### src/rtl/pipelined_barrel_shifter_if.sv
// rtl/pipelined_barrel_shifter_if.sv - stream interface for the pipelined barrel shifter (optional flags: BSH_FLAGS_EN)
interface pipelined_barrel_shifter_if #(
    parameter int WIDTH = 8
);
    localparam int AMT_W = $clog2(WIDTH);

    logic [WIDTH-1:0] a_in;
    logic [AMT_W-1:0] amt_in;
    logic [2:0]       mode_in;
    logic             valid_in;
    logic             ready_out;
    logic [WIDTH-1:0] out_out;
    logic             valid_out;
    logic             ready_in;
`ifdef BSH_FLAGS_EN
    logic             zero_out;
    logic             carry_out;

    modport master (
        output a_in, amt_in, mode_in, valid_in, ready_in,
        input  ready_out, out_out, valid_out, zero_out, carry_out
    );

    modport slave (
        input  a_in, amt_in, mode_in, valid_in, ready_in,
        output ready_out, out_out, valid_out, zero_out, carry_out
    );
`else
    modport master (
        output a_in, amt_in, mode_in, valid_in, ready_in,
        input  ready_out, out_out, valid_out
    );

    modport slave (
        input  a_in, amt_in, mode_in, valid_in, ready_in,
        output ready_out, out_out, valid_out
    );
`endif
endinterface

### src/rtl/pipelined_barrel_shifter.sv
// rtl/pipelined_barrel_shifter.sv - pipelined rotate/shift unit, one stage per amount bit (optional flags: BSH_FLAGS_EN)
module pipelined_barrel_shifter #(
    parameter int WIDTH = 8
) (
    input  logic                      clk_in,
    input  logic                      rst_in,
    pipelined_barrel_shifter_if.slave bus
);
    localparam int AMT_W = $clog2(WIDTH);

    localparam logic [2:0] MODE_ROL = 3'b000;
    localparam logic [2:0] MODE_ROR = 3'b001;
    localparam logic [2:0] MODE_SLL = 3'b010;
    localparam logic [2:0] MODE_SRL = 3'b011;
    localparam logic [2:0] MODE_SRA = 3'b100;

    // Stage registers; mode, fill and remaining amount are not needed past the last stage
    logic [AMT_W-1:0][WIDTH-1:0] r_data;
    logic [AMT_W-1:0]            r_valid;
    logic [AMT_W-2:0][AMT_W-1:0] r_amt;
    logic [AMT_W-2:0][2:0]       r_mode;
    logic [AMT_W-2:0]            r_fill;

    // Inputs seen by each stage and the value each stage will load
    logic [AMT_W-1:0][WIDTH-1:0] w_in_data;
    logic [AMT_W-1:0][AMT_W-1:0] w_in_amt;
    logic [AMT_W-1:0][2:0]       w_in_mode;
    logic [AMT_W-1:0]            w_in_fill;
    logic [AMT_W-1:0]            w_in_valid;
    logic [AMT_W-1:0][WIDTH-1:0] w_nxt_data;
    logic                        w_stall;

    // One fixed-distance step; sh is a per-stage constant so this folds to wiring and muxes
    function automatic logic [WIDTH-1:0] f_stage(
        input logic [WIDTH-1:0] d,
        input logic [2:0]       mode,
        input logic             fill,
        input int               sh
    );
        logic [WIDTH-1:0] w_fill_mask;
        logic [WIDTH-1:0] w_res;
        w_fill_mask = ~({WIDTH{1'b1}} >> sh);
        case (mode)
            MODE_ROL: w_res = (d << sh) | (d >> (WIDTH - sh));
            MODE_ROR: w_res = (d >> sh) | (d << (WIDTH - sh));
            MODE_SLL: w_res = d << sh;
            MODE_SRL: w_res = d >> sh;
            MODE_SRA: w_res = (d >> sh) | (fill ? w_fill_mask : '0);
            default:  w_res = d;
        endcase
        return w_res;
    endfunction

    // The whole pipe freezes only when the output holds a result nobody takes
    assign w_stall       = r_valid[AMT_W-1] & ~bus.ready_in;
    assign bus.ready_out = ~w_stall;
    assign bus.out_out   = r_data[AMT_W-1];
    assign bus.valid_out = r_valid[AMT_W-1];

    // Route the entry port into stage 0 and each stage register into the next stage
    always_comb begin
        w_in_data  = '0;
        w_in_amt   = '0;
        w_in_mode  = '0;
        w_in_fill  = '0;
        w_in_valid = '0;
        w_in_data[0]  = bus.a_in;
        w_in_amt[0]   = bus.amt_in;
        w_in_mode[0]  = bus.mode_in;
        w_in_fill[0]  = bus.a_in[WIDTH-1];
        w_in_valid[0] = bus.valid_in;
        for (int k = 1; k < AMT_W; k++) begin
            w_in_data[k]  = r_data[k-1];
            w_in_amt[k]   = r_amt[k-1];
            w_in_mode[k]  = r_mode[k-1];
            w_in_fill[k]  = r_fill[k-1];
            w_in_valid[k] = r_valid[k-1];
        end
    end

    // Stage k shifts by 2^k when bit 0 of its remaining amount is set
    always_comb begin
        w_nxt_data = '0;
        for (int k = 0; k < AMT_W - 1; k++) begin
            w_nxt_data[k] = w_in_amt[k][0]
                          ? f_stage(w_in_data[k], w_in_mode[k], w_in_fill[k], 1 << k)
                          : w_in_data[k];
        end
        // Only bit 0 can still be set when the amount reaches the last stage
        w_nxt_data[AMT_W-1] = (w_in_amt[AMT_W-1] != '0)
                            ? f_stage(w_in_data[AMT_W-1], w_in_mode[AMT_W-1],
                                      w_in_fill[AMT_W-1], 1 << (AMT_W - 1))
                            : w_in_data[AMT_W-1];
    end

    // Advance every stage together; reset discards anything in flight
    always_ff @(posedge clk_in) begin
        if (rst_in) begin
            r_data  <= '0;
            r_valid <= '0;
            r_amt   <= '0;
            r_mode  <= '0;
            r_fill  <= '0;
        end else if (!w_stall) begin
            r_data  <= w_nxt_data;
            r_valid <= w_in_valid;
            for (int k = 0; k < AMT_W - 1; k++) begin
                r_amt[k]  <= w_in_amt[k] >> 1;
                r_mode[k] <= w_in_mode[k];
                r_fill[k] <= w_in_fill[k];
            end
        end
    end

`ifdef BSH_FLAGS_EN
    logic [AMT_W-1:0] r_carry;
    logic             r_zero;
    logic [AMT_W-1:0] w_left_idx;
    logic [AMT_W-1:0] w_right_idx;
    logic             w_entry_carry;

    assign bus.zero_out  = r_zero;
    assign bus.carry_out = r_carry[AMT_W-1];

    // Last bit pushed out, taken from the operand at entry; WIDTH-amt wraps to -amt in AMT_W bits
    always_comb begin
        w_left_idx    = '0 - bus.amt_in;
        w_right_idx   = bus.amt_in - 1'b1;
        w_entry_carry = 1'b0;
        if (bus.amt_in != '0) begin
            case (bus.mode_in)
                MODE_ROL, MODE_SLL:           w_entry_carry = bus.a_in[w_left_idx];
                MODE_ROR, MODE_SRL, MODE_SRA: w_entry_carry = bus.a_in[w_right_idx];
                default:                      w_entry_carry = 1'b0;
            endcase
        end
    end

    // Carry travels with its data; zero is judged on the value entering the output register
    always_ff @(posedge clk_in) begin
        if (rst_in) begin
            r_carry <= '0;
            r_zero  <= 1'b0;
        end else if (!w_stall) begin
            r_carry <= {r_carry[AMT_W-2:0], w_entry_carry};
            r_zero  <= (w_nxt_data[AMT_W-1] == '0);
        end
    end
`endif

endmodule

### src/flat_wrapper.sv
// flat-port wrapper written by rule: the top's interface ports become plain ports
module pipelined_barrel_shifter_flat 
#(
    parameter int WIDTH = 8
)
  (clk_in, rst_in, bus_a_in, bus_amt_in, bus_mode_in, bus_valid_in, bus_ready_in, bus_ready_out, bus_out_out, bus_valid_out);
  pipelined_barrel_shifter_if #(.WIDTH(WIDTH)) bus_i ();
  input  logic clk_in;
  input  logic rst_in;
  input wire logic [$bits(bus_i.a_in)-1:0] bus_a_in;
  input wire logic [$bits(bus_i.amt_in)-1:0] bus_amt_in;
  input wire logic [$bits(bus_i.mode_in)-1:0] bus_mode_in;
  input wire logic [$bits(bus_i.valid_in)-1:0] bus_valid_in;
  input wire logic [$bits(bus_i.ready_in)-1:0] bus_ready_in;
  output wire logic [$bits(bus_i.ready_out)-1:0] bus_ready_out;
  output wire logic [$bits(bus_i.out_out)-1:0] bus_out_out;
  output wire logic [$bits(bus_i.valid_out)-1:0] bus_valid_out;
  assign bus_i.a_in = bus_a_in;
  assign bus_i.amt_in = bus_amt_in;
  assign bus_i.mode_in = bus_mode_in;
  assign bus_i.valid_in = bus_valid_in;
  assign bus_i.ready_in = bus_ready_in;
  assign bus_ready_out = bus_i.ready_out;
  assign bus_out_out = bus_i.out_out;
  assign bus_valid_out = bus_i.valid_out;
  pipelined_barrel_shifter #(.WIDTH(WIDTH)) u_core (.clk_in(clk_in), .rst_in(rst_in), .bus(bus_i));
endmodule
### config.mk
export PLATFORM = sky130hd
export DESIGN_NAME = pipelined_barrel_shifter_flat
export DESIGN_NICKNAME = d
export VERILOG_FILES = /design/src/rtl/pipelined_barrel_shifter_if.sv /design/src/rtl/pipelined_barrel_shifter.sv /design/src/flat_wrapper.sv
export SDC_FILE = /design/constraint.sdc
export NUM_CORES = 1
export LEC_CHECK = 0
export CORE_ASPECT_RATIO = 1.1
export CORE_MARGIN = 5
export CORE_UTILIZATION = 40
export DETAILED_ROUTE_END_ITERATION = 6
export GPL_TIMING_DRIVEN = 0
export PLACE_DENSITY = 0.71
export SLEW_MARGIN = 20
export SYNTH_ARGS = -nofsm -noshare
export SYNTH_HDL_FRONTEND = slang
export SYNTH_SLANG_ARGS = --single-unit
### constraint.sdc
create_clock -name clk_in -period 1.1 [get_ports clk_in]
set_input_delay 0.11 -clock clk_in [delete_from_list [all_inputs] [get_ports clk_in]]
set_output_delay 0.11 -clock clk_in [all_outputs]
set_load 0.005 [all_outputs]
==> metrics <==
setup violators final=37; Hold Path Stages=3; sequential power share=~45%; leakage=0.001336 uW; final WL=6961 um; cell taking the most area after synthesis=dfxtp_1; 1st-iter DRT viols=185; failing checks=setup timing; hold path start=bus_mode_in[1]; # nets final=approximately 330; top cells by area, synth=dfxtp_1 (38%), nand2_1 (8.9%), a21oi_1 (6.7%), mux2i_1 (5.4%), buf_4 (3.3%); clock sinks=38; layout cells sized above 1=roughly 44%; most common cell in the synthesized netlist=nand2_1; Place WS=-0.8172 ns; Pwr Density=between 1000 and 1500 nW/um^2; CTS buffer count=5; post-route cell area=between 3000 and 4000 um^2; max cap viols=0; post-synth top area share=37.60%; root buf cell=clkbuf_8; Commonest cells post-synth=nand2_1 (48), dfxtp_1 (38), a21oi_1 (27); fmax=771.1 MHz; worst hold endpoint=u_core.r_mode[1]; status=finished with violations; relative slew slack=roughly 77%; Ys Warns=0; Slew Limit Fails=0; critical path class=flip-flop to flip-flop; multi-input logic area=approximately 1500 um^2; H-tree levels=2; total track usage=around a fifth; R2R Setup Slk=-0.20 ns; NetSw=roughly 1000 uW; Post-Synthesis Cells=between 200 and 300; total internal power=~2600 uW; Hold Path Class=input pin to flip-flop; number of flops mapped to enable cells by yosys=0; Worst R2R End=u_core.bus.out_out[5]; clock share of power=about a third; deepest clock path buffer count=2; number of global-route vias before repair=2,082; Startpoint Class=flip-flop; hold_buf cts=0; Rows=27; HPWL Detailed=3759 um; Period minus WS final=approximately 1.3 ns; Netlist Area Pre-Place=2023 um^2; RSZ-0062 raised after global routing=true; Antenna diodes=0; gpl congestion=roughly 0.86; io pins=28; TritonRoute pass-1 iters=4; crit path DAT=around 1.5 ns; insertion delay to the later sink of the worst-skew pair=about 0.30 ns; FFs w/ async S/R, synth=0%; Fill cells=between 300 and 400; sw frac=around 28%; critical path peak fanout=4; RR Startpoint=u_core.r_amt[3]; clock-pin slew on the worst setup and hold paths=around 0.080 ns; initial antenna violation count=0; sequential area share after synthesis=around 38%; DRT antenna net count=0; Tightest Pin Transition=about 0.35 ns; Critical Path Sink Type=flip-flop; DR WL/cell=about 19 um; Starting Density=between 40 and 50%; final core occ=~66%; combinational group share of total power=between 20% and 30%; via count=between 2k and 2.5k; DIE AREA=~6600 um^2; Cell Area, Placed=2425 um^2; Die Height=84.59 um; drt drc=0; synth unique cells=34; Core Box Area=between 4000 and 5000 um^2; peak supply drop=between 700 and 800 uV; clock skew=between 0.007 and 0.008 ns; largest net degree at the start of global routing=12; synthesized netlist net count=276; setup TNS=-3.655 ns; worst setup margin=-0.1968 ns; grt ovf=0; Reg2Reg Depth=4; WP data required=1.29 ns; CTS tree=built; Syn-to-layout area delta=62.15%; Register Area=792.0 um^2; Main synth FF type=dfxtp_1; Chip Width=around 80 um; final period utilization=117.9%; port bufs=27; first-pass GRT wire length=just over 10,000 um; final hold vios=0; Vias/cell=approximately 6; Synth Area per Inst=7.842 um^2; Synth Register Bits=38
==> layout by cell type, fill, tap and decap left out, drive strengths merged, types with 2 or more instances in the layout <==
cell type and n:
a21o 5, o32ai 2, or4 2, dfxtp 38
nand3b 7, o31ai 3, and2 3, o211ai 5
a31oi 6, o21ai 8, mux2i 11, nor3 6
nand4b 5, clkdlybuf4s50 12, dlygate4sd2 6, inv 2
nor2 17, nand2b 4, clkbuf 15, o22ai 10
o2111ai 4, nand3 3, a221oi 4, nor2b 6
nor3b 3, clkdlybuf4s15 8, a21oi 27, buf 35
nand2 48
==> kinds of logic (layout without fill, tap and decap cells) <==
kind of cell | after synthesis | after routing | share of synthesized area, %
AO/OA/AOI/OAI | 76 | 76 | 23.75
buffers and inverters | 27 | 79 | 7.174
flip-flops | 38 | 38 | 37.60
AND/OR/NAND/NOR | 105 | 105 | 25.48
multiplexers | 12 | 12 | 5.999
==> per-stage QoR <==
step / cells / hold WS [ns] / total power [uW]
2_1_floorplan: 258 / 0.2429 / 1947
3_3_place_gp: 343 / 0.4358 / 2162
3_5_place_dp: 343 / 0.4426 / 2174
4_1_cts: 367 / 0.2840 / 3441
5_1_grt: 368 / 0.2854 / 3749
6_report: 368 / 0.2873 / 3609
==> sequential cells by signal, indices dropped and copies added, names as in the netlist <==
signal	flops
u_core.r_amt	3
u_core.bus.out_out	8
u_core.r_fill	2
u_core.r_mode	6
u_core.r_valid	3
u_core.r_data	16
==> worst max path at each step <==
stage / from / endpoint
after floorplan: u_core.r_mode[3] / u_core.bus.out_out[6]
final: u_core.r_amt[3] / u_core.bus.out_out[5]
after global routing: u_core.r_amt[3] / u_core.bus.out_out[7]
after detailed placement: bus_ready_in / bus_ready_out
after global placement: bus_ready_in / bus_ready_out
after CTS: u_core.r_valid[2] / u_core.r_data[6]
==> layout make-up <==
type | count | share of cell area, %
Multi-Input combinational cell | 193 | 46.45
Sequential cell | 38 | 24.14
Timing Repair Buffer | 48 | 17.24
Buffer | 21 | 6.484
Clock buffer | 7 | 2.326
Tap cell | 58 | 2.212
Clock inverter | 1 | 0.9153
Inverter | 2 | 0.2288
==> routing by layer <==
layer	GRT usage (%)	wire, um
met1	22.97	2826
met2	32.88	3541
met3	3.541	339
met4	8.281	254
met5	0	0
==> power by group through the flow <==
stage	clock network, uW	registers, uW	logic [uW]
floorplan	0	1570	377
global placement	0	1590	567
detailed placement	0	1600	575
CTS	1180	1580	681
global route	1270	1630	853
finish	1190	1620	801
==> critical path, stage by stage, from the launching register on <==
cell and delay, ns:
dfxtp_4 0.36, nand2_2 0.04, or4_4 0.58, o2111ai_2 0.10, a21oi_1 0.10
==> timing repair <==
action / 4_1_cts / 5_1_grt
endpoints found under the setup margin: 48 / 47
buffers inserted: 13 / 5
gates resized for setup: 96 / 89
pin swaps: 25 / 32
cloned: 4 / 2
No activity file was read; power rests on OpenSTA's default activity.
